$ cat src/rtl/ptp_gearbox.sv
// ptp_gearbox: bidirectional narrow/wide width converter.
// Pack channel gathers BEATS narrow beats into one wide word; unpack channel
// splits one wide word into BEATS narrow beats. Both channels use valid/ready
// handshakes, run at one beat per cycle and are fully independent.
// MSB_FIRST selects whether the first beat maps to the lowest or highest slice.
module ptp_gearbox #(
    parameter int NARROW_W  = 8,
    parameter int BEATS     = 4,
    parameter bit MSB_FIRST = 1'b0,
    localparam int WIDE_W   = NARROW_W * BEATS,
    localparam int CNT_W    = $clog2(BEATS)
) (
    input  logic                clk,
    input  logic                rst_n,
    input  logic                flush_i,
    // pack channel, narrow side
    input  logic                n_valid_i,
    input  logic [NARROW_W-1:0] n_data_i,
    output logic                n_ready_o,
    // pack channel, wide side
    output logic                w_valid_o,
    output logic [WIDE_W-1:0]   w_data_o,
    input  logic                w_ready_i,
    // unpack channel, wide side
    input  logic                u_valid_i,
    input  logic [WIDE_W-1:0]   u_data_i,
    output logic                u_ready_o,
    // unpack channel, narrow side
    output logic                b_valid_o,
    output logic [NARROW_W-1:0] b_data_o,
    input  logic                b_ready_i,
    // status
    output logic [CNT_W-1:0]    pack_cnt_o
);

    // A wide word viewed as an array of narrow slices; element 0 is the low slice.
    typedef logic [BEATS-1:0][NARROW_W-1:0] word_t;

    localparam logic [CNT_W-1:0] LAST_IDX = CNT_W'(BEATS - 1);
    localparam logic [CNT_W-1:0] ONE_IDX  = CNT_W'(1);

    // Map a beat position within a word to the slice it occupies.
    function automatic logic [CNT_W-1:0] slot_of(input logic [CNT_W-1:0] pos);
        logic [CNT_W-1:0] slot;
        if (MSB_FIRST) begin
            slot = LAST_IDX - pos;
        end else begin
            slot = pos;
        end
        return slot;
    endfunction

    // ------------------------------------------------------------------
    // Pack channel state
    // ------------------------------------------------------------------
    word_t            acc_q,     acc_d;
    word_t            w_data_q,  w_data_d;
    logic             w_valid_q, w_valid_d;
    logic [CNT_W-1:0] cnt_q,     cnt_d;

    logic pack_last_s;
    logic n_ready_s;
    logic beat_acc_s;
    logic word_done_s;

    // ------------------------------------------------------------------
    // Unpack channel state
    // ------------------------------------------------------------------
    word_t            hold_q, hold_d;
    logic [CNT_W-1:0] idx_q,  idx_d;
    logic             busy_q, busy_d;

    logic unpack_last_s;
    logic u_ready_s;
    logic word_acc_s;
    logic beat_xfer_s;

    // Pack handshake decode: only the final beat of a word can stall, and only
    // while the previously completed word has not yet been taken downstream.
    always_comb begin
        pack_last_s = (cnt_q == LAST_IDX);
        n_ready_s   = !flush_i && !(pack_last_s && w_valid_q && !w_ready_i);
        beat_acc_s  = n_valid_i && n_ready_s;
        word_done_s = beat_acc_s && pack_last_s;
    end

    // Pack next-state: place the accepted beat into its slice, and hand the
    // completed word (including this cycle's beat) to the output register.
    always_comb begin
        acc_d     = acc_q;
        cnt_d     = cnt_q;
        w_data_d  = w_data_q;
        w_valid_d = w_valid_q;
        if (flush_i) begin
            // Partial and pending words are dropped; acc/w_data keep stale contents.
            cnt_d     = '0;
            w_valid_d = 1'b0;
        end else begin
            if (beat_acc_s) begin
                acc_d[slot_of(cnt_q)] = n_data_i;
                if (pack_last_s) begin
                    cnt_d = '0;
                end else begin
                    cnt_d = cnt_q + ONE_IDX;
                end
            end else begin
                cnt_d = cnt_q;
            end

            if (word_done_s) begin
                // A new word completing wins over a same-cycle drain.
                w_data_d  = acc_d;
                w_valid_d = 1'b1;
            end else if (w_ready_i) begin
                w_valid_d = 1'b0;
            end else begin
                w_valid_d = w_valid_q;
            end
        end
    end

    // Pack channel registers.
    always_ff @(posedge clk or negedge rst_n) begin
        if (!rst_n) begin
            acc_q     <= '0;
            cnt_q     <= '0;
            w_data_q  <= '0;
            w_valid_q <= 1'b0;
        end else begin
            acc_q     <= acc_d;
            cnt_q     <= cnt_d;
            w_data_q  <= w_data_d;
            w_valid_q <= w_valid_d;
        end
    end

    // Unpack handshake decode: a new word is taken when idle, or on the cycle
    // the last beat of the current word leaves, so words stream without bubbles.
    always_comb begin
        unpack_last_s = (idx_q == LAST_IDX);
        u_ready_s     = !flush_i && (!busy_q || (unpack_last_s && b_ready_i));
        word_acc_s    = u_valid_i && u_ready_s;
        beat_xfer_s   = busy_q && b_ready_i;
    end

    // Unpack next-state: load a new word, advance the beat index, or go idle.
    always_comb begin
        hold_d = hold_q;
        idx_d  = idx_q;
        busy_d = busy_q;
        if (flush_i) begin
            // A beat handshaking in this cycle still counts as delivered.
            idx_d  = '0;
            busy_d = 1'b0;
        end else if (word_acc_s) begin
            hold_d = u_data_i;
            idx_d  = '0;
            busy_d = 1'b1;
        end else if (beat_xfer_s) begin
            if (unpack_last_s) begin
                idx_d  = '0;
                busy_d = 1'b0;
            end else begin
                idx_d  = idx_q + ONE_IDX;
                busy_d = 1'b1;
            end
        end else begin
            idx_d  = idx_q;
            busy_d = busy_q;
        end
    end

    // Unpack channel registers.
    always_ff @(posedge clk or negedge rst_n) begin
        if (!rst_n) begin
            hold_q <= '0;
            idx_q  <= '0;
            busy_q <= 1'b0;
        end else begin
            hold_q <= hold_d;
            idx_q  <= idx_d;
            busy_q <= busy_d;
        end
    end

    // Ready outputs depend only on registered state, the downstream readies
    // and flush, never on the incoming valids.
    assign n_ready_o  = n_ready_s;
    assign u_ready_o  = u_ready_s;

    assign w_valid_o  = w_valid_q;
    assign w_data_o   = w_data_q;
    assign pack_cnt_o = cnt_q;

    assign b_valid_o  = busy_q;
    assign b_data_o   = hold_q[slot_of(idx_q)];

endmodule
$ cat config.mk
export PLATFORM = sky130hd
export DESIGN_NAME = ptp_gearbox
export DESIGN_NICKNAME = d
export VERILOG_FILES = /design/src/rtl/ptp_gearbox.sv
export SDC_FILE = /design/constraint.sdc
export NUM_CORES = 1
export LEC_CHECK = 0
export CORE_MARGIN = 2
export CORE_UTILIZATION = 54
export CTS_CLUSTER_SIZE = 30
export DETAILED_ROUTE_END_ITERATION = 16
export PLACE_DENSITY = 0.85
export SLEW_MARGIN = 20
export SYNTH_ARGS = -nofsm -noshare
export SYNTH_HDL_FRONTEND = slang
export SYNTH_SLANG_ARGS = --single-unit
$ cat constraint.sdc
create_clock -name clk -period 4.1 [get_ports clk]
set_input_delay 0.82 -clock clk [delete_from_list [all_inputs] [get_ports clk]]
set_output_delay 0.82 -clock clk [all_outputs]
set_load 0.05 [all_outputs]
==> load_flow_metrics.sql <==
INSERT INTO impl_metrics (metric_group, metric, value, unit) VALUES
('status', 'run_status', 'finished, final reports clean', ''),
('setup_path', 'path_cells', 'clkdlybuf4s50_1 > nor2b_1 > clkdlybuf4s50_1', ''),
('routing', 'detail_route.iter0.violations', '93', ''),
('place', 'place_hpwl', '5460', 'um'),
('global_routing', 'global_route_wire_length_before_repair', '12920', 'um'),
('floorplanning', 'die-area', '0.008401', 'sq mm'),
('global_routing', 'grt_start_max_net_pins', '76', ''),
('min_path', 'hold_class', 'reg -> reg', ''),
('setup_path', 'worst_r2r_startpoint', 'idx_q[0]', ''),
('sta', 'skew', '12.76', 'ps'),
('job', 'max_cap_violations', '0', ''),
('place', 'placed_cells', '443', ''),
('sta', 'max_slew_margin', '0.3926', ''),
('sta', 'worstMarginPinSlew', '911.1', 'ps'),
('routing', 'detail_route.wirelength', '7844', 'um'),
('clocking', 'postCtsSetupRepairBufs', '0', ''),
('sta', 'tns', '0', 'ps'),
('logic_synthesis', 'syn-num-nets', '317', ''),
('setup_path', 'crit_top_cell', 'sky130_fd_sc_hd__clkdlybuf4s50_1', ''),
('global_routing', 'grt_antenna_before_repair', '0', ''),
('global_routing', 'grt-ovfl-total', '0', ''),
('finish', 'utilization', '0.7273', ''),
('clocking', 'h-tree-depth', '3', ''),
('place', 'port_buffers', '92', ''),
('setup_path', 'critPathRequiredTime', '3280', 'ps'),
('routing', 'vias_per_cell', '5.383', ''),
('clocking', 'post_cts.resized_instances', '0', ''),
('global_routing', 'first_global_vias', '2564', ''),
('clocking', 'tritoncts', 'yes', ''),
('clocking', 'clock_sink_count', '94', ''),
('logic_synthesis', 'synth.yosys.warnings', '0', ''),
('setup_path', 'critPathLaunchType', 'input port', ''),
('setup_path', 'slowest_stage_cell_crit_path', 'sky130_fd_sc_hd__clkdlybuf4s50_1', ''),
('routing', 'vias', '2471', ''),
('routing', 'drc_errors', '0', ''),
('setup_path', 'rrSetupSlack', '1900', 'ps'),
('routing', 'dr.pass1.iters', '4', ''),
('floorplanning', 'chip_width', '91.66', 'um'),
('sta', 'maxSlewViolCount', '0', ''),
('finish', 'nets', '407', ''),
('setup_path', 'critPathCapture', 'n_ready_o', ''),
('setup_path', 'cpLargestDelayFamily', 'buffers and inverters', ''),
('floorplanning', 'design.portCount', '93', ''),
('routing', 'detail-route-antenna-nets', '0', ''),
('setup_path', 'critPathCaptureType', 'primary output', ''),
('sta', 'setup_repair_after_global_routing_missed_its_margin', 'no', ''),
('finish', 'finish.cell_count_without_fillers', '459', ''),
('finish', 'fin_area', '0.005331', 'sq mm'),
('setup_path', 'critical_path_depth', '3', ''),
('place', 'gp_congestion', '0.8235', ''),
('logic_synthesis', 'synth.avg_cell_area', '15.66', 'sq um'),
('finish', 'fillers', '480', ''),
('clocking', 'clk_latency', '350', 'ps'),
('floorplanning', 'y_dimension_of_the_die', '91.66', 'um'),
('setup_path', 'rr_worst_depth', '5', ''),
('sta', 'layout_worst_path_cycle_share', '0.7981', ''),
('logic_synthesis', 'syn_area', '0.004149', 'sq mm'),
('setup_path', 'critPathBufInv', '2', ''),
('setup_path', 'critical-path-max-stage-delay', '810', 'ps'),
('sta', 'finalSetupViolCount', '0', ''),
('setup_path', 'path_class', 'in -> out', ''),
('sta', 'timing.final.crit_period', '3272', 'ps'),
('clocking', 'path_clk_slew', '90', 'ps'),
('finish', 'fraction_of_final_layout_cells_sized_beyond_drive_strength_1', '0.3861', ''),
('clocking', 'number_of_buffers_between_clock_root_and_the_deepest_sink', '2', ''),
('setup_path', 'startpoint', 'flush_i', ''),
('finish', 'num_antenna_cells', '0', ''),
('floorplanning', 'core', '0.007331', 'sq mm'),
('clocking', 'cts_buffers', '9', ''),
('floorplanning', 'core.rowCount', '31', ''),
('power', 'power_leakage', '2.309', 'nW');
==> report_power, final <==
group	switching [mW]	internal [mW]
logic	0.428	0.391
registers	0.0968	1.11
clock network	0.305	0.315
==> state kept, by name (all words and copies together), names as in the netlist <==
register and cells:
w_valid_o 1, b_valid_o 1, idx_q 2, pack_cnt_o 2
acc_q 24, hold_q 32, w_data_o 32
==> worst min path at each step <==
stage,from,to,slack (ps),depth (start not counted)
global route,w_data_o[5],w_data_o[5],520,1
finish,w_data_o[5],w_data_o[5],500,1
detailed placement,w_data_o[5],w_data_o[5],490,1
CTS,w_data_o[5],w_data_o[5],510,1
floorplan,hold_q[16],hold_q[16],480,1
global placement,w_data_o[5],w_data_o[5],480,1
==> final cells by class <==
| type | instances | area [sq um] | area share |
|---|---|---|---|
| tap | 99 | 123.9 | 0.02323 |
| sequential | 94 | 2352 | 0.4412 |
| multi-input combinational | 153 | 1693 | 0.3175 |
| clock inverter | 3 | 42.54 | 0.007979 |
| timing repair buffer | 95 | 953.4 | 0.1788 |
| inverter | 2 | 7.507 | 0.001408 |
| clock buffer | 13 | 158.9 | 0.02981 |
==> Yosys cell counts <==
| library cell | number | area, sq um |
|---|---|---|
| sky130_fd_sc_hd__mux2_2 | 110 | 1239 |
| sky130_fd_sc_hd__dfrtp_1 | 94 | 2352 |
| sky130_fd_sc_hd__buf_2 | 11 | 55.05 |
| sky130_fd_sc_hd__mux4_2 | 8 | 180.2 |
| sky130_fd_sc_hd__nor2_1 | 6 | 22.52 |
| sky130_fd_sc_hd__ha_1 | 5 | 62.56 |
| sky130_fd_sc_hd__and3_1 | 3 | 18.77 |
| sky130_fd_sc_hd__buf_6 | 3 | 33.78 |
| sky130_fd_sc_hd__clkbuf_1 | 2 | 7.510 |
| sky130_fd_sc_hd__inv_1 | 2 | 7.510 |
| sky130_fd_sc_hd__mux2_1 | 2 | 22.52 |
| sky130_fd_sc_hd__mux2i_1 | 2 | 20.02 |
| sky130_fd_sc_hd__nand3_1 | 2 | 10.01 |
| sky130_fd_sc_hd__nor2b_1 | 2 | 12.51 |
| sky130_fd_sc_hd__o31ai_1 | 2 | 15.01 |
| sky130_fd_sc_hd__a21boi_2 | 1 | 11.26 |
| sky130_fd_sc_hd__a32oi_1 | 1 | 8.760 |
| sky130_fd_sc_hd__and2_1 | 1 | 6.260 |
| sky130_fd_sc_hd__nand2_1 | 1 | 3.750 |
| sky130_fd_sc_hd__nand2b_1 | 1 | 6.260 |
| sky130_fd_sc_hd__nand3b_1 | 1 | 7.510 |
| sky130_fd_sc_hd__nand4b_1 | 1 | 8.760 |
| sky130_fd_sc_hd__nor2b_2 | 1 | 8.760 |
| sky130_fd_sc_hd__nor3_1 | 1 | 5.000 |
| sky130_fd_sc_hd__nor3b_4 | 1 | 18.77 |
| sky130_fd_sc_hd__o21ai_0 | 1 | 5.000 |
==> cell usage in the layout, fill, tap and decap left out, drive strengths merged <==
master and n:
nor3 1, ha 5, buf 4, nand3 2
a21boi 1, o31ai 2, and2 1, clkinv 1
mux2i 2, clkinvlp 1, nand2 1, nor2b 3
mux2 112, nand4b 1, inv 2, mux4 8
a32oi 1, clkdlybuf4s50 91, bufinv 1, nand3b 1
and3 3, nor3b 1, clkbuf 13, o21ai 1
dfrtp 94, nand2b 1, nor2 6
==> worst register-to-register path, stage by stage, from the launching register on <==
cell	delay (ps)
sky130_fd_sc_hd__dfrtp_1	740
sky130_fd_sc_hd__ha_1	300
sky130_fd_sc_hd__a21boi_2	100
sky130_fd_sc_hd__nor3b_4	170
sky130_fd_sc_hd__buf_4	390
sky130_fd_sc_hd__mux2_2	390
==> cells by family (layout without fill, tap and decap cells) <==
kind of cell    after synthesis  count (layout)  synth area share
compound gates                5               5          0.009648
mux                         122             122            0.3522
fa+ha+maj                     5               5           0.01508
simple gates                 21              21           0.03106
flops                        94              94            0.5669
buf+inv                      18             113           0.02503
==> per-stage QoR <==
stage	setup slack (ps)	hold slack (ps)	total power, mW
3_5_place_dp	833.5	486.5	2.058
4_1_cts	830.0	507.1	2.679
6_report	827.9	499.7	2.651
5_1_grt	683.6	520.1	2.776
2_1_floorplan	1520	475.1	1.770
3_3_place_gp	839.5	476.3	2.029
==> routing by layer <==
metal  routed length (um)  vias up  GRT usage
met5                    0        -          0
met4                   93        0    0.07197
met3                  329        7    0.03944
met2                 3930       50     0.3174
met1                 3491     1281     0.2726
li1                     -     1133          -
No activity file was read; power rests on OpenSTA's default activity.
==> RTL edit 1, RTL diff (same settings) <==
Set the parameter `BEATS` to 8 (it was 4).
--- a/src/rtl/ptp_gearbox.sv
+++ b/src/rtl/ptp_gearbox.sv
@@ -6,5 +6,5 @@
 module ptp_gearbox #(
     parameter int NARROW_W  = 8,
-    parameter int BEATS     = 4,
+    parameter int BEATS     = 8,
     parameter bit MSB_FIRST = 1'b0,
     localparam int WIDE_W   = NARROW_W * BEATS,
Ports: changed (resized pack_cnt_o, u_data_i and w_data_o); port bits go from 93 to 158. The function was not compared with the original's and may differ.
==> RTL edit 1 against the original RTL <==
Routed wire length rose to 2.5 times the old value; die area rose by 110%; non-clock buffer count rose by 76; synthesized area rose by 120%; cell area rose by 110%; worst setup slack got worse by 310 ps; total power rose by 76%; count of clock-buffer cells in the layout rose by 8; sequential cell count rose by 106; synthesized cell count rose by 110%; sequential share of layout area fell by 0.31 points; hold slack got worse by 250 ps; highest routed layer unchanged.
==> RTL edit 1: results <==
status:
  run_status: "finished clean"
worst_setup_path:
  cp-end-kind: "primary output"
  r2r_slack_ps: 1430
  reg2reg_depth: 7
  rr_startpoint: "idx_q[1]"
  critPathArrivalTime_ps: 2760
  crit_start: "pack_cnt_o[0]"
  crit_family: "buffers and inverters"
  r2r_end: "hold_q[20]"
  slowest_delay_ps: 860
  path_max_fanout: 12
placed_design:
  gp_congestion: 0.758
  dp_cells: 923
  dp.final_hpwl_um: 13400
  dp_slack_ps: 771
  io_buffers: 157
clock_network:
  ctsHtreeMaxLevel: 4
  clock_latency_ps: 430
  clockRootBuffer: "clkbuf_16"
  cts_buffers: 17
  clkTransAtPathRegs_ps: 70
yosys:
  synth_common_cells: "227 x mux2_2, 200 x dfrtp_1, 28 x mux2_1, 16 x buf_6, 16 x mux4_2"
  synth-main-ff-cell: "dfrtp_1"
  synth_fp_nets: 652
  ys_types: 37
  synth_area_per_cell_um2: 16.1
  yosysSeqAreaShare: 0.546
  synth_area_leaders: "dfrtp_1 55%, mux2_2 28%, mux4_2 3.9%"
drt:
  via_per_inst: 5.58
  drtIter0Drc: 267
  routed_wl_um: 19700
power_and_ir_drop:
  ir_drop_v: 0.000318
  p_leak_nw: 5.17
final_layout:
  final_layout_size_suffix_gt1_frac: 0.426
  nets: 806
  stdcell_count: 955
  filler_cell_count: 1108
global_routing:
  grt_use_total: 0.230
  grt_start_max_net_pins: 135
  grt_pass1_vias: 5846
  grt_first_pass_wirelength_um: 31900
timing:
  setup_tns_ps: 0
  worst_pin_slew_ps: 757
  worst_clock_skew_ps: 9.62
hold_path:
  hp-class: "input port to async pin"
[RTL edit 1: cell count changes in the layout (fill, tap and decap cells not counted), sizes merged, moves of 4 or more]
cell	delta
mux2	+152
dfrtp	+106
clkdlybuf4s50	+65
buf	+11
clkbuf	+8
mux4	+8
nand3b	+8
nor3b	+4
[RTL edit 1: cell type report]
| class | count | area share |
|---|---|---|
| inverters | 2 | 0.000657 |
| well taps | 220 | 0.0241 |
| clock buffers | 21 | 0.0385 |
| multi-input cells | 331 | 0.340 |
| flip-flops and latches | 200 | 0.438 |
| repair buffers | 171 | 0.150 |
| clock inverters | 10 | 0.00843 |
[RTL edit 1: logic make-up (layout without fill, tap and decap cells)]
kind of cell,Yosys count,after routing,share of synthesized area
flip-flops,200,200,0.546
adder cells (fa/ha/maj),4,4,0.00546
AO/OA/AOI/OAI,10,10,0.00805
buffers and inverters,38,204,0.0311
AND/OR/NAND/NOR,36,36,0.0412
multiplexers,281,281,0.368
[RTL edit 1: layer usage]
| metal | wire [um] | GRT usage | vias up |
|---|---|---|---|
| li1 | - | - | 2381 |
| met1 | 8250 | 0.296 | 2783 |
| met2 | 9870 | 0.381 | 143 |
| met3 | 1310 | 0.0699 | 22 |
| met4 | 305 | 0.0661 | 0 |
| met5 | 0 | 0 | - |
[RTL edit 1: per-stage QoR]
stage | instance area [um^2] | power, W
after floorplan | 9170 | 0.00286
after global placement | 10900 | 0.00310
after detailed placement | 10900 | 0.00315
after CTS | 11400 | 0.00471
after global routing | 11400 | 0.00486
final | 11400 | 0.00467
[RTL edit 1: how the worst min path moves through the flow]
stage / end / slack [ps] / cells after the start
floorplan: acc_q[24] / 470 / 1
global placement: w_data_o[62] / 470 / 1
detailed placement: w_data_o[62] / 480 / 1
CTS: w_data_o[52] / 490 / 1
global route: w_data_o[54] / 250 / 1
finish: w_data_o[54] / 250 / 1
[RTL edit 1: report_power, final]
| group | total, W | internal (W) | switching [W] |
|---|---|---|---|
| clock | 0.00156 | 0.000837 | 0.000724 |
| combinational | 0.000778 | 0.000449 | 0.000329 |
| sequential | 0.00233 | 0.00221 | 0.000127 |
| total | 0.00467 | 0.00349 | 0.00118 |
==> RTL edit 2, RTL diff (config.mk and constraints unchanged) <==
Made on the original files. Register the output `pack_cnt_o` once more; this adds one clock of latency there. The other outputs are not delayed to match.
--- a/src/rtl/ptp_gearbox.sv
+++ b/src/rtl/ptp_gearbox.sv
@@ -191,5 +191,11 @@
     assign w_valid_o  = w_valid_q;
     assign w_data_o   = w_data_q;
-    assign pack_cnt_o = cnt_q;
+    always_ff @(posedge clk or negedge rst_n) begin
+        if (!rst_n) begin
+            pack_cnt_o <= '0;
+        end else begin
+            pack_cnt_o <= cnt_q;
+        end
+    end
 
     assign b_valid_o  = busy_q;
Formal check against the unedited RTL: not equivalent (a bounded check fails within 4 cycles, from zero or initial values and one cycle with rst_n low).
==> RTL edit 2 against the original RTL <==
Total power up 2.7%; routed wire length rose by 4.9%; sequential cell count up 2; synthesized area is 1.3% higher; die area rose by 1.2%; final cell count is 1.1% higher; cell area is 1.1% higher; worst setup slack improved by 24 ps.
==> RTL edit 2: results <==
status:
  run_status: "finished clean"
global_routing:
  grt_util_met3: 0.0509
  use_met1: 0.291
  grt_first_pass_wirelength_um: 13500
  grt_use_total: 0.207
  grt_pass1_vias: 2637
  met2_usage: 0.319
  grt_start_max_net_pins: 80
worst_setup_path:
  critPathArrivalTime_ps: 2430
  path_max_fanout: 6
  crit_start: "w_ready_i"
timing:
  maxSlewHeadroom: 0.528
  hold_ws_ps: 459
  worst_clock_skew_ps: 11.9
  min_period_ps: 3250
drt:
  routed-wl-met2_um: 3840
  routed_wl_um: 8230
  wl_met1_um: 3880
  dr_total_vias: 2478
  drtIter0Drc: 86
  wl_met3_um: 409
final_layout:
  multi_input_area_mm2: 0.00169
  nets: 409
  diodes: 0
  stdcell_count: 464
  final_layout_size_suffix_gt1_frac: 0.395
  filler_cell_count: 522
yosys:
  synth-adder-area-share: 0.0149
  yosysSeqAreaShare: 0.572
  synth_area_leaders: "dfrtp_1 57%, mux2_2 29%, mux4_2 4.3%"
  synth.area.mux_share: 0.348
  synth_common_cells: "110 x mux2_2, 96 x dfrtp_1, 12 x buf_2, 8 x mux4_2"
  synthCells: 266
  synth-compound-area-share: 0.00953
  ys_types: 27
hold_path:
  whs_endpoint: "pack_cnt_o[1]"
  hp-start: "cnt_q[1]"
  hold_depth: 0
placed_design:
  dp_cells: 448
  place_area_mm2: 0.00518
  gp_congestion: 0.713
  dp.final_hpwl_um: 5600
  dp_slack_ps: 854
power_and_ir_drop:
  ir_drop_v: 0.000277
  p_leak_nw: 2.34
[RTL edit 2: cell types whose count changed in the layout (fill, tap and decap cells not counted), sizes merged]
cell      unedited run  this run
or4b                 0         1
clkinvlp             1         0
buf                  4         5
clkinv               1         3
clkbuf              13         9
nand3                2         1
nor2                 6         5
inv                  2         5
dfrtp               94        96
[RTL edit 2: layout make-up]
class,count,area share
repair buffers,96,0.177
well taps,102,0.0237
multi-input cells,152,0.314
flip-flops and latches,96,0.445
clock inverters,7,0.0158
clock buffers,9,0.0230
inverters,2,0.00139
[RTL edit 2: worst max-delay path, cell delays in order]
cell and delay [ps]:
clkdlybuf4s50_1 460, nand3b_1 190, nor2b_1 150, clkdlybuf4s50_1 800
[RTL edit 2: power breakdown]
| part | leakage, nW | internal (W) | switching (W) |
|---|---|---|---|
| registers | 1.21 | 0.00114 | 0.000102 |
| clock network | 0.106 | 0.000294 | 0.000343 |
| logic | 1.02 | 0.000400 | 0.000443 |
| total | 2.34 | 0.00183 | 0.000889 |
